[config.mk]
export PLATFORM = sky130hd
export DESIGN_NAME = mipi_hs_byte_aligner_flat
export DESIGN_NICKNAME = d
export VERILOG_FILES = /design/src/rtl/mipi_hs_byte_aligner_if.sv /design/src/rtl/mipi_hs_byte_aligner.sv /design/src/flat_wrapper.sv
export SDC_FILE = /design/constraint.sdc
export NUM_CORES = 1
export LEC_CHECK = 0
export CAP_MARGIN = 20
export CORE_AREA = 2 2 52 90
export DETAILED_ROUTE_END_ITERATION = 8
export DIE_AREA = 0 0 54 92
export PLACE_DENSITY_LB_ADDON = 0.25
export SYNTH_ARGS = -nofsm -noshare
export SYNTH_HDL_FRONTEND = slang
export SYNTH_SLANG_ARGS = --single-unit
[constraint.sdc]
create_clock -name byte_clk -period 4 [get_ports byte_clk]
set_input_delay 1 -clock byte_clk [delete_from_list [all_inputs] [get_ports byte_clk]]
set_output_delay 1 -clock byte_clk [all_outputs]
set_load 0.05 [all_outputs]
[src/rtl/mipi_hs_byte_aligner_if.sv]
// ============================================================================
// mipi_hs_byte_aligner_if
// ----------------------------------------------------------------------------
// Purpose : Bundles the lane-side stream, the re-hunt control and the aligned
//           output of the D-PHY HS byte aligner into one interface.
// Signals :
//   align_rst       re-hunt request (synchronous, active high)
//   data_in  [7:0]  unaligned deserialized byte, bit 0 = earliest serial bit
//   data_out_valid  data_out holds an aligned payload byte
//   data_out [7:0]  aligned payload byte, bit 0 = earliest serial bit
//   locked          sync byte found, bit offset frozen
//   sync_offset[2:0] locked bit offset
// Modports:
//   master  upstream/consumer side (drives data_in and align_rst)
//   slave   the aligner itself
// ============================================================================
interface mipi_hs_byte_aligner_if;
    logic       align_rst;
    logic [7:0] data_in;
    logic       data_out_valid;
    logic [7:0] data_out;
    logic       locked;
    logic [2:0] sync_offset;

    modport master (
        output align_rst,
        output data_in,
        input  data_out_valid,
        input  data_out,
        input  locked,
        input  sync_offset
    );

    modport slave (
        input  align_rst,
        input  data_in,
        output data_out_valid,
        output data_out,
        output locked,
        output sync_offset
    );
endinterface

[src/rtl/mipi_hs_byte_aligner.sv]
// ============================================================================
// mipi_hs_byte_aligner
// ----------------------------------------------------------------------------
// Purpose : Recovers byte alignment of one MIPI D-PHY HS data lane. The
//           deserializer delivers bytes with an arbitrary boundary; this block
//           hunts for the HS sync byte at any of the 8 bit offsets, freezes
//           the offset once found, and then emits re-aligned payload bytes
//           every byte_clk. The sync byte itself is never emitted.
// Ports   :
//   byte_clk   in  byte clock, all logic on its rising edge
//   sys_rst    in  asynchronous active-high reset
//   lane       slave modport of mipi_hs_byte_aligner_if:
//                align_rst, data_in          (inputs)
//                data_out_valid, data_out,
//                locked, sync_offset         (outputs)
// Parameter:
//   SYNC_PATTERN  sync byte value, bit 0 is the first serial bit (0xB8)
// Build option:
//   MIPI_ALIGN_SOFT_SYNC_EN  when defined, the hunt also accepts a candidate
//                            one bit away from SYNC_PATTERN; exact matches at
//                            any offset still take priority.
// ============================================================================
module mipi_hs_byte_aligner #(
    parameter logic [7:0] SYNC_PATTERN = 8'hB8
) (
    input  logic                          byte_clk,
    input  logic                          sys_rst,
    mipi_hs_byte_aligner_if.slave         lane
);

    typedef enum logic {
        HUNT   = 1'b0,
        LOCKED = 1'b1
    } state_t;

    state_t     state_reg;
    state_t     state_next;

    // Two-byte history: r_old holds the older byte, so window bit 0 is the
    // earliest serial bit still visible.
    logic [7:0] r_new_reg;
    logic [7:0] r_old_reg;
    logic [15:0] window;

    logic [7:0] data_out_reg;
    logic [7:0] data_out_next;
    logic       valid_reg;
    logic       valid_next;
    logic [2:0] offset_reg;
    logic [2:0] offset_next;

    logic [7:0] cand [8];
    logic [7:0] exact_hit;
    logic [7:0] soft_hit;
    logic       match_found;
    logic [2:0] match_offset;

    assign window = {r_new_reg, r_old_reg};

    // One candidate byte per bit offset, each with its own comparator.
    generate
        for (genvar gi = 0; gi < 8; gi++) begin : g_cand
            logic [7:0] diff;
            assign cand[gi]      = window[gi+7:gi];
            assign diff          = cand[gi] ^ SYNC_PATTERN;
            assign exact_hit[gi] = (diff == 8'd0);
`ifdef MIPI_ALIGN_SOFT_SYNC_EN
            // At most one differing bit: clearing the lowest set bit leaves zero.
            assign soft_hit[gi]  = ((diff & (diff - 8'd1)) == 8'd0);
`else
            assign soft_hit[gi]  = exact_hit[gi];
`endif
        end
    endgenerate

    // Offset selection: scan from high to low so the lowest offset wins, and
    // run the exact scan last so any exact hit overrides a 1-bit hit.
    always_comb begin
        match_found  = 1'b0;
        match_offset = 3'd0;
        for (int k = 7; k >= 0; k--) begin
            if (soft_hit[k]) begin
                match_found  = 1'b1;
                match_offset = 3'(k);
            end
        end
        for (int k = 7; k >= 0; k--) begin
            if (exact_hit[k]) begin
                match_found  = 1'b1;
                match_offset = 3'(k);
            end
        end
    end

    // Next-state and output logic. A re-hunt request overrides everything,
    // including a match in the same cycle. data_out keeps its last value
    // whenever no new payload byte is produced.
    always_comb begin
        state_next    = state_reg;
        data_out_next = data_out_reg;
        valid_next    = 1'b0;
        offset_next   = offset_reg;
        if (lane.align_rst) begin
            state_next  = HUNT;
            offset_next = 3'd0;
        end else begin
            case (state_reg)
                HUNT: begin
                    if (match_found) begin
                        state_next  = LOCKED;
                        offset_next = match_offset;
                    end
                end
                LOCKED: begin
                    data_out_next = cand[offset_reg];
                    valid_next    = 1'b1;
                end
                default: begin
                    state_next = HUNT;
                end
            endcase
        end
    end

    always_ff @(posedge byte_clk or posedge sys_rst) begin
        if (sys_rst) begin
            state_reg    <= HUNT;
            r_new_reg    <= 8'd0;
            r_old_reg    <= 8'd0;
            data_out_reg <= 8'd0;
            valid_reg    <= 1'b0;
            offset_reg   <= 3'd0;
        end else begin
            state_reg    <= state_next;
            data_out_reg <= data_out_next;
            valid_reg    <= valid_next;
            offset_reg   <= offset_next;
            if (lane.align_rst) begin
                r_new_reg <= 8'd0;
                r_old_reg <= 8'd0;
            end else begin
                r_new_reg <= lane.data_in;
                r_old_reg <= r_new_reg;
            end
        end
    end

    assign lane.data_out       = data_out_reg;
    assign lane.data_out_valid = valid_reg;
    assign lane.locked         = (state_reg == LOCKED);
    assign lane.sync_offset    = offset_reg;

endmodule

[src/flat_wrapper.sv]
// flat-port wrapper written by rule: the top's interface ports become plain ports
module mipi_hs_byte_aligner_flat 
#(
    parameter logic [7:0] SYNC_PATTERN = 8'hB8
)
  (byte_clk, sys_rst, lane_align_rst, lane_data_in, lane_data_out_valid, lane_data_out, lane_locked, lane_sync_offset);
  mipi_hs_byte_aligner_if lane_i ();
  input  logic byte_clk;
  input  logic sys_rst;
  input wire logic [$bits(lane_i.align_rst)-1:0] lane_align_rst;
  input wire logic [$bits(lane_i.data_in)-1:0] lane_data_in;
  output wire logic [$bits(lane_i.data_out_valid)-1:0] lane_data_out_valid;
  output wire logic [$bits(lane_i.data_out)-1:0] lane_data_out;
  output wire logic [$bits(lane_i.locked)-1:0] lane_locked;
  output wire logic [$bits(lane_i.sync_offset)-1:0] lane_sync_offset;
  assign lane_i.align_rst = lane_align_rst;
  assign lane_i.data_in = lane_data_in;
  assign lane_data_out_valid = lane_i.data_out_valid;
  assign lane_data_out = lane_i.data_out;
  assign lane_locked = lane_i.locked;
  assign lane_sync_offset = lane_i.sync_offset;
  mipi_hs_byte_aligner #(.SYNC_PATTERN(SYNC_PATTERN)) u_core (.byte_clk(byte_clk), .sys_rst(sys_rst), .lane(lane_i));
endmodule
==> flow_metrics.env <==
export IMPL_drv_cap=0
export IMPL_die_h_um=92
export IMPL_async_flop_share_pct=100
export IMPL_cts_setup_buffers=0
export IMPL_floorplan_initialDensity_pct=37.2
export IMPL_startpoint_type="flip-flop"
export IMPL_viasPerCell=5.28
export IMPL_syn2layout_area_growth_pct=22.7
export IMPL_wl_um=3180
export IMPL_syn_area_um2=1610
export IMPL_synth_most_common_cell="dfrtp_1"
export IMPL_wl_per_cell_um=14.6
export IMPL_hold_slack_ns=0.464
export IMPL_clock_path_buffers=2
export IMPL_synth_main_ff_cell="dfrtp_1"
export IMPL_cts_tree="built"
export IMPL_period_share_pct=75.1
export IMPL_clock_latency_ns=0.29
export IMPL_synth_seq_cells=29
export IMPL_n_antenna_cell=0
export IMPL_drive_gt1_share_pct=15.0
export IMPL_core_area_um2=4320
export IMPL_vias=1152
export IMPL_slew_viol_final=0
export IMPL_worst_pin_slew_ns=0.698
export IMPL_final_core_util_pct=45.6
export IMPL_rows=32
export IMPL_path_clk_slew_ns=0.06
export IMPL_dieArea_um2=4970
export IMPL_ios=24
export IMPL_synth_common_cells="dfrtp_1, mux2i_1, nor2b_1"
export IMPL_crit_slowest_cell="clkdlybuf4s50_1"
export IMPL_netlist_area_leader_share_pct=45.1
export IMPL_peakVddDrop_uv=237
export IMPL_first_global_vias=1117
export IMPL_postSynthNetCount=153
export IMPL_synth_edff_count=0
export IMPL_gp_congestion=0.866
export IMPL_worstSetupPathType="flip-flop to primary output"
export IMPL_setup_viol=0
export IMPL_cp_max_fo=17
export IMPL_drt_first_pass_iters=4
export IMPL_powerDensity_nw_per_um2=322
export IMPL_drtAntennaViolNets=0
export IMPL_crit_chain="clkdlybuf4s50_1"
export IMPL_final_hold_viol_count=0
export IMPL_syn_area_per_cell_um2=11.3
export IMPL_grt_max_degree=30
export IMPL_cts_hold_fix_buffers=0
export IMPL_syn_inst=142
export IMPL_netlist_top_cells_area="dfrtp_1, mux2i_1, nor2b_1, and4bb_2, mux4_2"
export IMPL_synth_yosys_seq_area_share_pct=45.1
export IMPL_cpPeakStageDelay_ns=0.93
export IMPL_numPortBuffers=23
export IMPL_period_needed_ns=3.00
export IMPL_relSlewSlack_pct=53.4
export IMPL_cts_sinks=29
export IMPL_arrival_ns=2.00
export IMPL_p_leak_nw=0.738
export IMPL_crit_family="buffers and inverters"
export IMPL_yosysWarnings=0
export IMPL_synth_cell_types=32
export IMPL_grt_total_usage_pct=14.8
export IMPL_clock_fmax_mhz=333
export IMPL_synth_top_area_cell="dfrtp_1"
export IMPL_grt_pass1_wl_um=5300
export IMPL_root_buffer="clkbuf_8"
export IMPL_status="finished, final reports clean"
export IMPL_die_width_um=54
export IMPL_rsz0062_at_grt="no"
export IMPL_hpwl_um=2380
export IMPL_overflow=0
export IMPL_num_fill_cells=410
export IMPL_hp_class="flip-flop to flip-flop"
export IMPL_crit_required_ns=3.00
export IMPL_final_nets=177
export IMPL_setup_worst_path_end_class="primary output"
export IMPL_crit_buf_inv=1
export IMPL_grt_antenna_before_repair=0
export IMPL_drt_iter0_drc=12
export IMPL_clock_skew_ns=0.00515
export IMPL_cts_inserted_buffers=5
export IMPL_ctsResizeCount=0
export IMPL_drc=0
export IMPL_finalSetupTns_ns=0
export IMPL_h_tree_depth=2
routing by layer:
layer  part of all wire [%]  vias to the layer above  global-route usage (%)  routed length [um]
met5                      0                        -                       0                   0
met4                    2.1                        0                    7.29                  67
met3                    4.6                        6                    4.56                 145
met2                     58                       25                    25.5                1850
met1                     35                      557                    15.5                1110
li1                       -                      564                       -                   -
final cells by class:
class                      count  area (um^2)  area share [%]
clock buffer                   5         68.8            3.49
sequential                    29          726            36.8
tap                           51         63.8            3.23
clock inverter                 3         22.5            1.14
timing repair buffer          25          265            13.4
inverter                       3         11.3           0.571
multi-input combinational    102          816            41.3
per-stage QoR:
| stage | cell area, um^2 | setup slack (ns) | power, mW | cells |
|---|---|---|---|---|
| floorplan | 1610 | 2.24 | 0.370 | 142 |
| global placement | 1850 | 1.25 | 0.398 | 209 |
| detailed placement | 1850 | 1.18 | 0.400 | 209 |
| CTS | 1950 | 0.972 | 0.641 | 217 |
| global route | 1970 | 0.926 | 0.668 | 218 |
| finish | 1970 | 0.996 | 0.635 | 218 |
report_power, final:
part	switching (mW)	total [mW]	internal [mW]
Clock	0.117	0.239	0.122
Sequential	0.0143	0.320	0.305
Combinational	0.0402	0.0771	0.0369
Total	0.171	0.635	0.464
placed cells by master (no fill, tap or decap), drive strengths merged:
| cell | instances |
|---|---|
| a211o | 2 |
| a211oi | 2 |
| a21o | 1 |
| a21oi | 5 |
| and2b | 1 |
| and4 | 1 |
| and4bb | 8 |
| buf | 2 |
| clkbuf | 5 |
| clkdlybuf4s50 | 23 |
| clkinvlp | 3 |
| dfrtp | 29 |
| inv | 3 |
| mux2 | 2 |
| mux2i | 17 |
| mux4 | 4 |
| nand2 | 13 |
| nand2b | 3 |
| nand4bb | 3 |
| nor2 | 2 |
| nor2b | 16 |
| nor4b | 1 |
| nor4bb | 2 |
| o21a | 1 |
| o21ai | 17 |
| or2b | 1 |
cell families after synthesis:
logic type      count (synthesis)  share of synthesized area, %
simple gates                   51                          22.6
buf+inv                        11                          4.12
compound gates                 28                          10.3
flops                          29                          45.1
mux                            23                          17.8
path summary, 6_finish.rpt:
kind                                            to  slack, ns  cells after the start                        from
hold reg to reg                u_core.r_old_reg[7]       0.46                      1         u_core.r_new_reg[7]
min in group asynchronous  u_core.lane.data_out[6]       0.96                      2                     sys_rst
setup / recovery               lane_sync_offset[1]        1.0                      1  u_core.lane.sync_offset[1]
hold / removal                 u_core.r_old_reg[7]       0.46                      1         u_core.r_new_reg[7]
setup reg to reg           u_core.lane.data_out[7]       2.19                      3  u_core.lane.sync_offset[1]
max in group asynchronous      u_core.r_new_reg[0]       2.63                      3                     sys_rst
Note: power is estimated with default switching activity, not from simulation.
